## src/rtl/conv_tree_ser_pkg.sv

```systemverilog
// -----------------------------------------------------------------------------
// conv_tree_ser_pkg
// Shared definitions for the multi-lane conv-tree serializer:
//   - ser_state_e : serializer FSM states (IDLE, SHIFT)
//   - ser_beats() : beats per word, including the optional parity beat
//   - ser_cfg_ok(): legality check for the INPUTS_NUM / LANES pair,
//                   evaluated at elaboration time by the top level
// Optional feature macro: CONV_TREE_SER_PARITY_EN (adds one parity beat/word).
// -----------------------------------------------------------------------------
package conv_tree_ser_pkg;

  typedef enum logic {
    ST_IDLE  = 1'b0,
    ST_SHIFT = 1'b1
  } ser_state_e;

`ifdef CONV_TREE_SER_PARITY_EN
  localparam bit PARITY_EN = 1'b1;
`else
  localparam bit PARITY_EN = 1'b0;
`endif

  // Beats needed to send one word: data beats plus the parity beat if enabled.
  function automatic int ser_beats(input int inputs_num, input int lanes);
    return (inputs_num / lanes) + (PARITY_EN ? 32'sd1 : 32'sd0);
  endfunction

  // Word must split into whole beats, and into at least two of them.
  function automatic bit ser_cfg_ok(input int inputs_num, input int lanes);
    return (lanes > 32'sd0) && ((inputs_num % lanes) == 32'sd0) &&
           ((inputs_num / lanes) >= 32'sd2);
  endfunction

endpackage

```

## src/rtl/conv_tree_ser_hold_buf.sv

```systemverilog
// -----------------------------------------------------------------------------
// conv_tree_ser_hold_buf
// One-entry word + mode buffer that parks an accepted word while the shift
// register is still busy with the previous one.
// Ports:
//   clk, rst_n        : clock, asynchronous active-low reset
//   push_i            : capture data_i / msb_i this cycle
//   pop_i             : entry is consumed by the shift register this cycle
//   data_i, msb_i     : word and its bit order to store
//   full_o            : entry holds a word
//   data_o, msb_o     : stored word and bit order
//   ready_o           : registered "entry will be empty", low during reset
// -----------------------------------------------------------------------------
module conv_tree_ser_hold_buf
  import conv_tree_ser_pkg::*;
#(
  parameter int W = 16
) (
  input  logic         clk,
  input  logic         rst_n,
  input  logic         push_i,
  input  logic         pop_i,
  input  logic [W-1:0] data_i,
  input  logic         msb_i,
  output logic         full_o,
  output logic [W-1:0] data_o,
  output logic         msb_o,
  output logic         ready_o
);

  logic         full_q, full_d;
  logic [W-1:0] data_q, data_d;
  logic         msb_q, msb_d;
  logic         ready_q;

  // Next entry contents; push and pop are never requested together because
  // a word is only accepted while the entry is empty.
  always_comb begin
    data_d = data_q;
    msb_d  = msb_q;
    if (push_i) begin
      full_d = 1'b1;
      data_d = data_i;
      msb_d  = msb_i;
    end else if (pop_i) begin
      full_d = 1'b0;
    end else begin
      full_d = full_q;
    end
  end

  // Entry registers; ready tracks the next-cycle empty state so it is a flop.
  always_ff @(posedge clk or negedge rst_n) begin
    if (!rst_n) begin
      full_q  <= 1'b0;
      data_q  <= {W{1'b0}};
      msb_q   <= 1'b0;
      ready_q <= 1'b0;
    end else begin
      full_q  <= full_d;
      data_q  <= data_d;
      msb_q   <= msb_d;
      ready_q <= !full_d;
    end
  end

  assign full_o  = full_q;
  assign data_o  = data_q;
  assign msb_o   = msb_q;
  assign ready_o = ready_q;

endmodule

```

## src/rtl/conv_tree_mlane_serializer.sv

```systemverilog
// -----------------------------------------------------------------------------
// conv_tree_mlane_serializer
// Double-buffered parallel-to-serial converter: INPUTS_NUM-bit words arrive on
// a valid/ready handshake and leave LANES bits per beat, MSB- or LSB-first as
// selected per word. Back-to-back words stream with no idle beats.
// Ports:
//   CLK, RESET    : clock, asynchronous active-low reset
//   PAR_IN        : parallel word
//   PAR_VALID     : PAR_IN holds a valid word
//   MSB_FIRST     : order of the offered word (1 = MSB first)
//   PAR_READY     : registered; a word can be accepted this cycle
//   SERIAL_OUT    : current beat, slice bit i on lane i
//   SERIAL_VALID  : SERIAL_OUT carries word data
//   FRAME_START   : first beat of each word
// Optional feature macro: CONV_TREE_SER_PARITY_EN -- appends one beat per word
// carrying the even parity (XOR) of everything sent on each lane.
// -----------------------------------------------------------------------------
module conv_tree_mlane_serializer
  import conv_tree_ser_pkg::*;
#(
  parameter int INPUTS_NUM = 16,
  parameter int LANES      = 2
) (
  input  logic                  CLK,
  input  logic                  RESET,
  input  logic [INPUTS_NUM-1:0] PAR_IN,
  input  logic                  PAR_VALID,
  input  logic                  MSB_FIRST,
  output logic                  PAR_READY,
  output logic [LANES-1:0]      SERIAL_OUT,
  output logic                  SERIAL_VALID,
  output logic                  FRAME_START
);

  localparam int            BEATS    = ser_beats(INPUTS_NUM, LANES);
  localparam int            CW       = $clog2(BEATS);
  localparam logic [CW-1:0] LAST_CNT = CW'(BEATS - 1);
  localparam logic [CW-1:0] ZERO_CNT = {CW{1'b0}};
  localparam logic [CW-1:0] ONE_CNT  = CW'(1);

  if (!ser_cfg_ok(INPUTS_NUM, LANES)) begin : g_bad_cfg
    $error("conv_tree_mlane_serializer: INPUTS_NUM must be a multiple of LANES with at least two beats");
  end

  logic                  hold_full_s, hold_msb_s, hold_ready_s;
  logic [INPUTS_NUM-1:0] hold_data_s;
  logic                  accept_s, sr_free_s, load_s, push_s, pop_s;
  logic [INPUTS_NUM-1:0] load_word_s;
  logic                  load_msb_s;
  logic [LANES-1:0]      data_slice_s;

  ser_state_e            state_q, state_d;
  logic [CW-1:0]         cnt_q, cnt_d;
  logic [INPUTS_NUM-1:0] sr_q, sr_d;
  logic                  sr_msb_q, sr_msb_d;
  logic [LANES-1:0]      out_q, out_d;
  logic                  valid_q, valid_d;
  logic                  frame_q, frame_d;
`ifdef CONV_TREE_SER_PARITY_EN
  logic [LANES-1:0]      par_q, par_d;
`endif

  conv_tree_ser_hold_buf #(
    .W (INPUTS_NUM)
  ) u_hold_buf (
    .clk     (CLK),
    .rst_n   (RESET),
    .push_i  (push_s),
    .pop_i   (pop_s),
    .data_i  (PAR_IN),
    .msb_i   (MSB_FIRST),
    .full_o  (hold_full_s),
    .data_o  (hold_data_s),
    .msb_o   (hold_msb_s),
    .ready_o (hold_ready_s)
  );

  // Route an accepted word: straight into the shift register when it is free
  // (idle or on its last beat) and nothing is parked, otherwise park it.
  always_comb begin
    accept_s  = PAR_VALID && hold_ready_s;
    sr_free_s = (state_q == ST_IDLE) || (cnt_q == LAST_CNT);
    pop_s     = sr_free_s && hold_full_s;
    load_s    = sr_free_s && (hold_full_s || accept_s);
    push_s    = accept_s && !(sr_free_s && !hold_full_s);
    if (hold_full_s) begin
      load_word_s = hold_data_s;
      load_msb_s  = hold_msb_s;
    end else begin
      load_word_s = PAR_IN;
      load_msb_s  = MSB_FIRST;
    end
  end

  // The shift register moves toward the outgoing end, so the current beat is
  // always its top slice (MSB first) or bottom slice (LSB first).
  always_comb begin
    if (sr_msb_q) begin
      data_slice_s = sr_q[INPUTS_NUM-1 -: LANES];
    end else begin
      data_slice_s = sr_q[LANES-1:0];
    end
  end

  // FSM next state plus next values of the registered serial outputs.
  always_comb begin
    state_d  = state_q;
    cnt_d    = cnt_q;
    sr_d     = sr_q;
    sr_msb_d = sr_msb_q;
    out_d    = {LANES{1'b0}};
    valid_d  = 1'b0;
    frame_d  = 1'b0;
`ifdef CONV_TREE_SER_PARITY_EN
    par_d    = par_q;
`endif
    case (state_q)
      ST_IDLE: begin
        if (load_s) begin
          state_d  = ST_SHIFT;
          cnt_d    = ZERO_CNT;
          sr_d     = load_word_s;
          sr_msb_d = load_msb_s;
`ifdef CONV_TREE_SER_PARITY_EN
          par_d    = {LANES{1'b0}};
`endif
        end else begin
          state_d = ST_IDLE;
        end
      end
      ST_SHIFT: begin
        valid_d = 1'b1;
        frame_d = (cnt_q == ZERO_CNT);
`ifdef CONV_TREE_SER_PARITY_EN
        // Last beat is the parity beat; par_q already folds in every data beat.
        if (cnt_q == LAST_CNT) begin
          out_d = par_q;
        end else begin
          out_d = data_slice_s;
        end
        par_d = par_q ^ data_slice_s;
`else
        out_d = data_slice_s;
`endif
        if (load_s) begin
          state_d  = ST_SHIFT;
          cnt_d    = ZERO_CNT;
          sr_d     = load_word_s;
          sr_msb_d = load_msb_s;
`ifdef CONV_TREE_SER_PARITY_EN
          par_d    = {LANES{1'b0}};
`endif
        end else if (cnt_q == LAST_CNT) begin
          state_d = ST_IDLE;
          cnt_d   = ZERO_CNT;
        end else begin
          cnt_d = cnt_q + ONE_CNT;
          if (sr_msb_q) begin
            sr_d = sr_q << LANES;
          end else begin
            sr_d = sr_q >> LANES;
          end
        end
      end
      default: begin
        state_d = ST_IDLE;
        cnt_d   = ZERO_CNT;
      end
    endcase
  end

  // FSM state, datapath and registered outputs.
  always_ff @(posedge CLK or negedge RESET) begin
    if (!RESET) begin
      state_q  <= ST_IDLE;
      cnt_q    <= ZERO_CNT;
      sr_q     <= {INPUTS_NUM{1'b0}};
      sr_msb_q <= 1'b0;
      out_q    <= {LANES{1'b0}};
      valid_q  <= 1'b0;
      frame_q  <= 1'b0;
`ifdef CONV_TREE_SER_PARITY_EN
      par_q    <= {LANES{1'b0}};
`endif
    end else begin
      state_q  <= state_d;
      cnt_q    <= cnt_d;
      sr_q     <= sr_d;
      sr_msb_q <= sr_msb_d;
      out_q    <= out_d;
      valid_q  <= valid_d;
      frame_q  <= frame_d;
`ifdef CONV_TREE_SER_PARITY_EN
      par_q    <= par_d;
`endif
    end
  end

  assign PAR_READY    = hold_ready_s;
  assign SERIAL_OUT   = out_q;
  assign SERIAL_VALID = valid_q;
  assign FRAME_START  = frame_q;

endmodule

```

## config.mk

```make
export PLATFORM = sky130hd
export DESIGN_NAME = conv_tree_mlane_serializer
export DESIGN_NICKNAME = d
export VERILOG_FILES = /design/src/rtl/conv_tree_ser_pkg.sv /design/src/rtl/conv_tree_ser_hold_buf.sv /design/src/rtl/conv_tree_mlane_serializer.sv
export SDC_FILE = /design/constraint.sdc
export NUM_CORES = 1
export LEC_CHECK = 0
export ABC_AREA = 1
export CAP_MARGIN = 5
export CORE_UTILIZATION = 55
export DETAILED_ROUTE_END_ITERATION = 16
export GPL_TIMING_DRIVEN = 0
export HOLD_SLACK_MARGIN = 0.06
export PLACE_DENSITY = 0.76
export SLEW_MARGIN = 5
export SYNTH_ARGS = -nofsm -noshare
export SYNTH_HDL_FRONTEND = slang
export SYNTH_HIERARCHICAL = 1
export SYNTH_SLANG_ARGS = --single-unit
```

## constraint.sdc

```tcl
create_clock -name CLK -period 3.7 [get_ports CLK]
set_input_delay 0.555 -clock CLK [delete_from_list [all_inputs] [get_ports CLK]]
set_output_delay 0.555 -clock CLK [all_outputs]
set_load 0.05 [all_outputs]
```

==> metrics.md, run 1 <==
| Metric | Value |
|---|---|
| Status | completed |
| Hold buffers post-CTS | 0 |
| H-tree depth | 2 |
| DP Area | approximately 2800 um^2 |
| Hold Path Class | primary input to async pin |
| Multi-input gate area | roughly 1100 um^2 |
| Final net count | around 380 |
| Cells along the critical path | ha_1 > ha_1 > inv_1 > nand2_1 > buf_4 > buf_2 > a21oi_1 > buf_6 > inv_8 > buf_8 > nand2_1 > nand2_1 |
| GR Util All Layers | around 28% |
| Setup WS pre-CTS | ~1.4 ns |
| Site row count | 23 |
| Slowest stage delay, CP | ~0.39 ns |
| Area contributors post-synth | dfrtp_1 (45%), nand2_1 (20%), nand3_1 (7.2%) |
| Setup TNS | 0 ns |
| Vias in the first global route | slightly above 2000 |
| Worst reg2reg setup slack | approximately 1.6 ns |
| Setup Fix Bufs, Post-CTS | 0 |
| Synth unique cells | 23 |
| Max-slew violations | 0 |
| Dpl hpwl | 3910 um |
| Hold Violations, Final | 0 |
| Crit path max-delay family | buffers and inverters |
| Die area | approximately 4700 um^2 |
| CTS Buf Count | 5 |
| Post-route cell area | 2850 um^2 |
| Die X | ~69 um |
| GR Overflow Total | 0 |
| Buf+Inv Stages, Crit Path | 6 |
| Final-layout fill cell count | 362 |
| Layout Skew | roughly 0.0076 ns |
| Final setup fails | 0 |
| Slew @ Worst Pin | 0.503 ns |
| CTS tree | yes |
| Critical path endpoint category | flop |
| Critical path peak fanout | 10 |
| Overall routed net length | roughly 5500 um |
| Worst vdd ir | around 0.00039 V |
| CTS Sinks | between 40 and 50 |
| Crit path from | cnt_q[0] |
| Area share of the leading cell type in the synthesized netlist | a little under half |
| P_leak | about 1.5 nW |
| Syn avg cell area | ~7.5 um^2 |
| Slowest CP cell | dfrtp_1 |
| Clock Pin Slew Worst Setup and Hold Paths | 0.08 ns |
| Initial Utilization | roughly three fifths |
| Slew headroom | approximately 66% |
| Mapped Cells | 323 |
| Port Buffers | 24 |
| Antenna-violating nets left | 0 |
| Clk Latency, worst-skew pair | 0.30 ns |
| WL/cell | roughly 14 um |
| Crit share post-route | 56.4% |
| RD Place Congestion | roughly 0.89 |
| CTS max path bufs | 2 |
| ANT cells | 0 |
| Yosys reg bits | between 40 and 50 |
| Register area | between 1000 and 1500 um^2 |
| # Max-Cap Violations | 0 |
| DR DRC count | 0 |
| Die Y | just under 70 um |
| Power Total | 0.00247 W |
| Post-Syn Nets | between 300 and 400 |
| Vias/cell | about 5.4 |
| Global-route wire length before repair | between 9000 and 10000 um |
| Fmax | 479 MHz |
| CP Launch Type | flop |
| Via count | 2194 |
| Ys Warns | 6 |
| Sequential area share after synthesis | a little under half |
| Most frequent cells in the layout | nand2_1 (129), dfrtp_1 (44), nand3_1 (35) |
| # IOs | 25 |
| Initial antenna violation count | 0 |
| Core ar. | ~4100 um^2 |
| Critical path type | flop to flop |
| Critical R2R Launch | cnt_q[0] |
| Pin count of the biggest net entering global routing | 25 |
| Pre-antenna DRT Iters | 5 |
| Worst path most repeated cell | nand2_1 |
| Initial DRC Count | 205 |
| R2r endpoint | u_hold_buf/data_o[3] |
| Dominant cell type by area after synthesis | dfrtp_1 |
| Post-CTS Resized | 0 |
| Layout cells sized above 1 | roughly 9% |
| RSZ-0062 raised after global routing | no |
| Root Buffer | clkbuf_8 |
| Tmin final | between 2 and 2.5 ns |
| WP data arrival | 2.28 ns |
| Synth Cell Area | around 2400 um^2 |
| Power density cells | 864 nW/um^2 |
| R2R cell count | 12 |
| P&R area growth vs syn | 17.0% |
| Most common cell after layout, fill and taps aside | nand2_1 |
| Worst path required time | just under 4 ns |
| Setup ws final | between 1.5 and 2 ns |
kinds of logic after synthesis:
kind of cell               share of synthesized area [%]
and+or+nand+nor                                     38.3
buffers and inverters                               9.75
DFF                                                 45.2
AOI/OAI and AO/OA                                   5.23
adders and majority gates                           1.54
cells in the mapped netlist:
cell type / count
ha_1: 3
inv_1: 21
inv_2: 3
nand2_1: 129
nand3_4: 1
or2_1: 16
buf_4: 2
clkbuf_1: 6
nand2_4: 1
nor2_1: 4
a21oi_1: 4
dfrtp_1: 44
buf_8: 1
o21ai_1: 12
buf_6: 4
nand4_1: 16
nand2_2: 5
o31ai_1: 1
clkbuf_8: 1
buf_2: 5
inv_8: 1
nand3_1: 35
o21ai_0: 8
worst max path at each step:
stage | depth (start not counted) | slack (ns) | to
2_1_floorplan | 12 | 1.85 | u_hold_buf/data_o[6]
3_3_place_gp | 1 | 0.91 | u_hold_buf/data_o[7]
3_5_place_dp | 9 | 1.40 | u_hold_buf/data_o[11]
4_1_cts | 12 | 1.62 | u_hold_buf/data_o[3]
5_1_grt | 12 | 1.49 | u_hold_buf/data_o[6]
6_report | 12 | 1.61 | u_hold_buf/data_o[3]
per-stage QoR:
stage / utilization (%) / std cells / hold slack (ns)
2_1_floorplan: - / 323 / 0.259
4_1_cts: 69.4 / 406 / 0.233
3_3_place_gp: 66.6 / 397 / 0.449
6_report: 69.4 / 406 / 0.216
5_1_grt: 69.4 / 406 / 0.262
3_5_place_dp: 67.2 / 398 / 0.455
area by class of cell:
type,instances,area share (%)
sequential,44,38.6
clock buffer,8,3.16
buffer,19,4.78
inverter,25,3.55
tap,50,2.19
multi-input combinational,235,38.5
timing repair buffer,25,9.21
state kept, by name, summed over array words and instances (netlist names):
name and flops:
cnt_q 3, u_hold_buf/ready_o 1, sr_msb_q 1, u_hold_buf/data_o 16, SERIAL_VALID 1, u_hold_buf/full_o 1, state_q 1, FRAME_START 1
SERIAL_OUT 2, sr_q 16, u_hold_buf/msb_o 1
where the power goes:
| part | internal [W] | switching, W |
|---|---|---|
| clock network | 0.000152 | 0.000157 |
| logic | 0.000496 | 0.000801 |
| registers | 0.000718 | 0.000142 |
| total | 0.00137 | 0.00110 |
per-layer routing:
metal | GRT usage (%) | share of wire [%]
met5 | 0 | 0
met4 | 8.85 | 1.1
met3 | 3.95 | 5.6
met2 | 43.9 | 46
met1 | 38.5 | 47
Note: power is estimated with default switching activity, not from simulation.
==> run 2: changes to the inputs <==
- clock period: 3.7 -> 2.06 ns (I/O delays scaled with it)
==> metrics.md, run 2 (synthesis results as in run 1) <==
| Metric | Value |
|---|---|
| Worst hold path cell count | 1 |
| Setup WS pre-CTS | 0.00750 ns (-1.39 ns) |
| P&R area growth vs syn | 17.7% |
| WP depth | 11 (-1) |
| GR Overflow Total | 0 (unchanged) |
| Worst path required time | 2.25 ns (-1.64 ns) |
| # Max-Cap Violations | 0 (unchanged) |
| Hold Path Class | flop to flop |
| Clk Latency, worst-skew pair | 0.29 ns (about the same) |
| RSZ-0062 raised after global routing | no |
| CTS tree | yes |
| GR Util All Layers | 27.9% (+0.32 points) |
| Global-route wire length before repair | 9600 um (+0.94%) |
| Most common cell after layout, fill and taps aside | nand2_1 |
| # IOs | 25 (unchanged) |
| Layout cells sized above 1 | 9.24% (+0.25 points) |
| Routing usage on met2 | 44.4% (+0.49 points) |
| Worst path most repeated cell | nand2_1 |
| Cells along the critical path | ha_1 > ha_1 > inv_1 > nand2_1 > buf_4 > a21oi_2 > buf_6 > inv_8 > buf_8 > nand2_1 > nand2_1 |
| Buf+Inv Stages, Crit Path | 5 (-1) |
| Fmax | 540 MHz (+13%) |
| GR Layer Usage met1 | 38.4% (-0.10 points) |
| Initial Utilization | 59.3% (unchanged) |
| Most frequent cells in the layout | nand2_1 (129), dfrtp_1 (44), nand3_1 (35) |
| Slowest stage delay, CP | 0.38 ns (about the same) |
| Die Y | 68.6 um (unchanged) |
| Dpl hpwl | 3910 um (unchanged) |
| R2R cell count | 11 (-1) |
| Slew @ Worst Pin | 0.524 ns (+0.0209 ns) |
| Vias in the first global route | 2018 (+0.35%) |
| CTS max path bufs | 2 (unchanged) |
| Met3 global-route usage | 4.44% (+0.49 points) |
| Clock Pin Slew Worst Setup and Hold Paths | 0.08 ns (about the same) |
| Setup TNS | 0 ns (unchanged) |
| DR DRC count | 0 (unchanged) |
| Hold Violations, Final | 0 (unchanged) |
| Crit share post-route | 89.8% (+33 points) |
| CP Launch Type | flop |
| Worst vdd ir | 0.000712 V (+83%) |
| Critical path peak fanout | 19 (+9) |
| RD Place Congestion | 0.888 (unchanged) |
| Status | completed |
| Pin count of the biggest net entering global routing | 25 (unchanged) |
| Final-layout fill cell count | 357 (-1.4%) |
| P_leak | 1.47 nW (+0.26%) |
| Final setup fails | 0 (unchanged) |
| Initial antenna violation count | 0 (unchanged) |
| WL/cell | 13.7 um (+0.78%) |
| WP data arrival | 2.04 ns (-0.24 ns) |
| Layout Skew | 0.00519 ns (-0.00237 ns) |
| Pre-antenna DRT Iters | 5 (unchanged) |
| Antenna-violating nets left | 0 (unchanged) |
| Core ar. | 4120 um^2 (unchanged) |
| Port Buffers | 24 (unchanged) |
| Hold WS | 0.463 ns (+0.247 ns) |
| Initial DRC Count | 194 (-5.4%) |
| Die X | 68.6 um (unchanged) |
| Crit path max-delay family | buffers and inverters |
| Vias/cell | 5.38 (-0.38%) |
| ANT cells | 0 (unchanged) |
| Overall routed net length | 5580 um (+1.0%) |
| Critical path endpoint category | flop |
| Slew headroom | 65.1% (-1.3 points) |
| GRT busiest layer | met2 |
| CTS Buf Count | 5 (unchanged) |
| H-tree depth | 2 (unchanged) |
| Max-slew violations | 0 (unchanged) |
| Root Buffer | clkbuf_8 |
| Site row count | 23 (unchanged) |
| Tmin final | 1.85 ns (-0.237 ns) |
| Power density cells | 1540 nW/um^2 (+79%) |
| Setup ws final | 0.210 ns (-1.40 ns) |
| CTS Sinks | 44 (unchanged) |
| Via count | 2191 (-0.14%) |
| Final net count | 379 (+0.26%) |
| Slowest CP cell | dfrtp_1 |
| Critical path type | flop to flop |
| Die area | 4700 um^2 (unchanged) |
## run 2: cell count changes in the layout (fill, tap and decap cells not counted)
cell / change
a21oi_1: -1
a21oi_2: +1
buf_2: -1
buf_4: +1
dlygate4sd3_1: +1
## run 2: worst paths after layout
check                         start  slack (ns)                   end
max reg2reg                cnt_q[0]        0.21  u_hold_buf/data_o[3]
min in group asynchronous     RESET        0.52           FRAME_START
min reg2reg                cnt_q[2]        0.46           FRAME_START
max                        cnt_q[0]        0.21  u_hold_buf/data_o[3]
max in group asynchronous     RESET        1.04               sr_q[4]
min                        cnt_q[2]        0.46           FRAME_START
## run 2: timing repair
action | CTS | global route
hold buffers | 1 | 0
gates resized for setup | 0 | 1
endpoints found under the setup margin | 9 | 18
hold endpoints to repair | 20 | 0
setup buffers | 1 | 0
## run 2: final cells by class
type                    instances  area, um^2  share of cell area, %
flip-flops and latches         44        1100                   38.4
repair buffers                 27         280                   9.76
inverters                      25         101                   3.53
clock buffers                   8        90.1                   3.14
multi-input cells             235        1100                   38.4
plain buffers                  18         131                   4.58
well taps                      50        62.6                   2.18
## run 2: metrics by stage
stage          power (W)  cell area, um^2  util [%]  cells
2_1_floorplan    0.00327             2440         -    323
3_3_place_gp     0.00378             2740      66.6    397
3_5_place_dp     0.00385             2760      67.2    398
4_1_cts          0.00443             2870      69.8    408
5_1_grt          0.00486             2870      69.7    407
6_report         0.00443             2870      69.7    407
## run 2: per-layer routing
layer  vias to the layer above  share of wire [%]
li1                       1104                  -
met1                       995                 47
met2                        83                 47
met3                         9                5.7
met4                         0               0.99
met5                         -                  0
## run 2: power breakdown
group	internal [W]	switching (W)	total (W)	leakage, nW
Clock	0.000274	0.000274	0.000548	0.0455
Combinational	0.000894	0.00145	0.00234	0.902
Sequential	0.00129	0.000254	0.00154	0.521
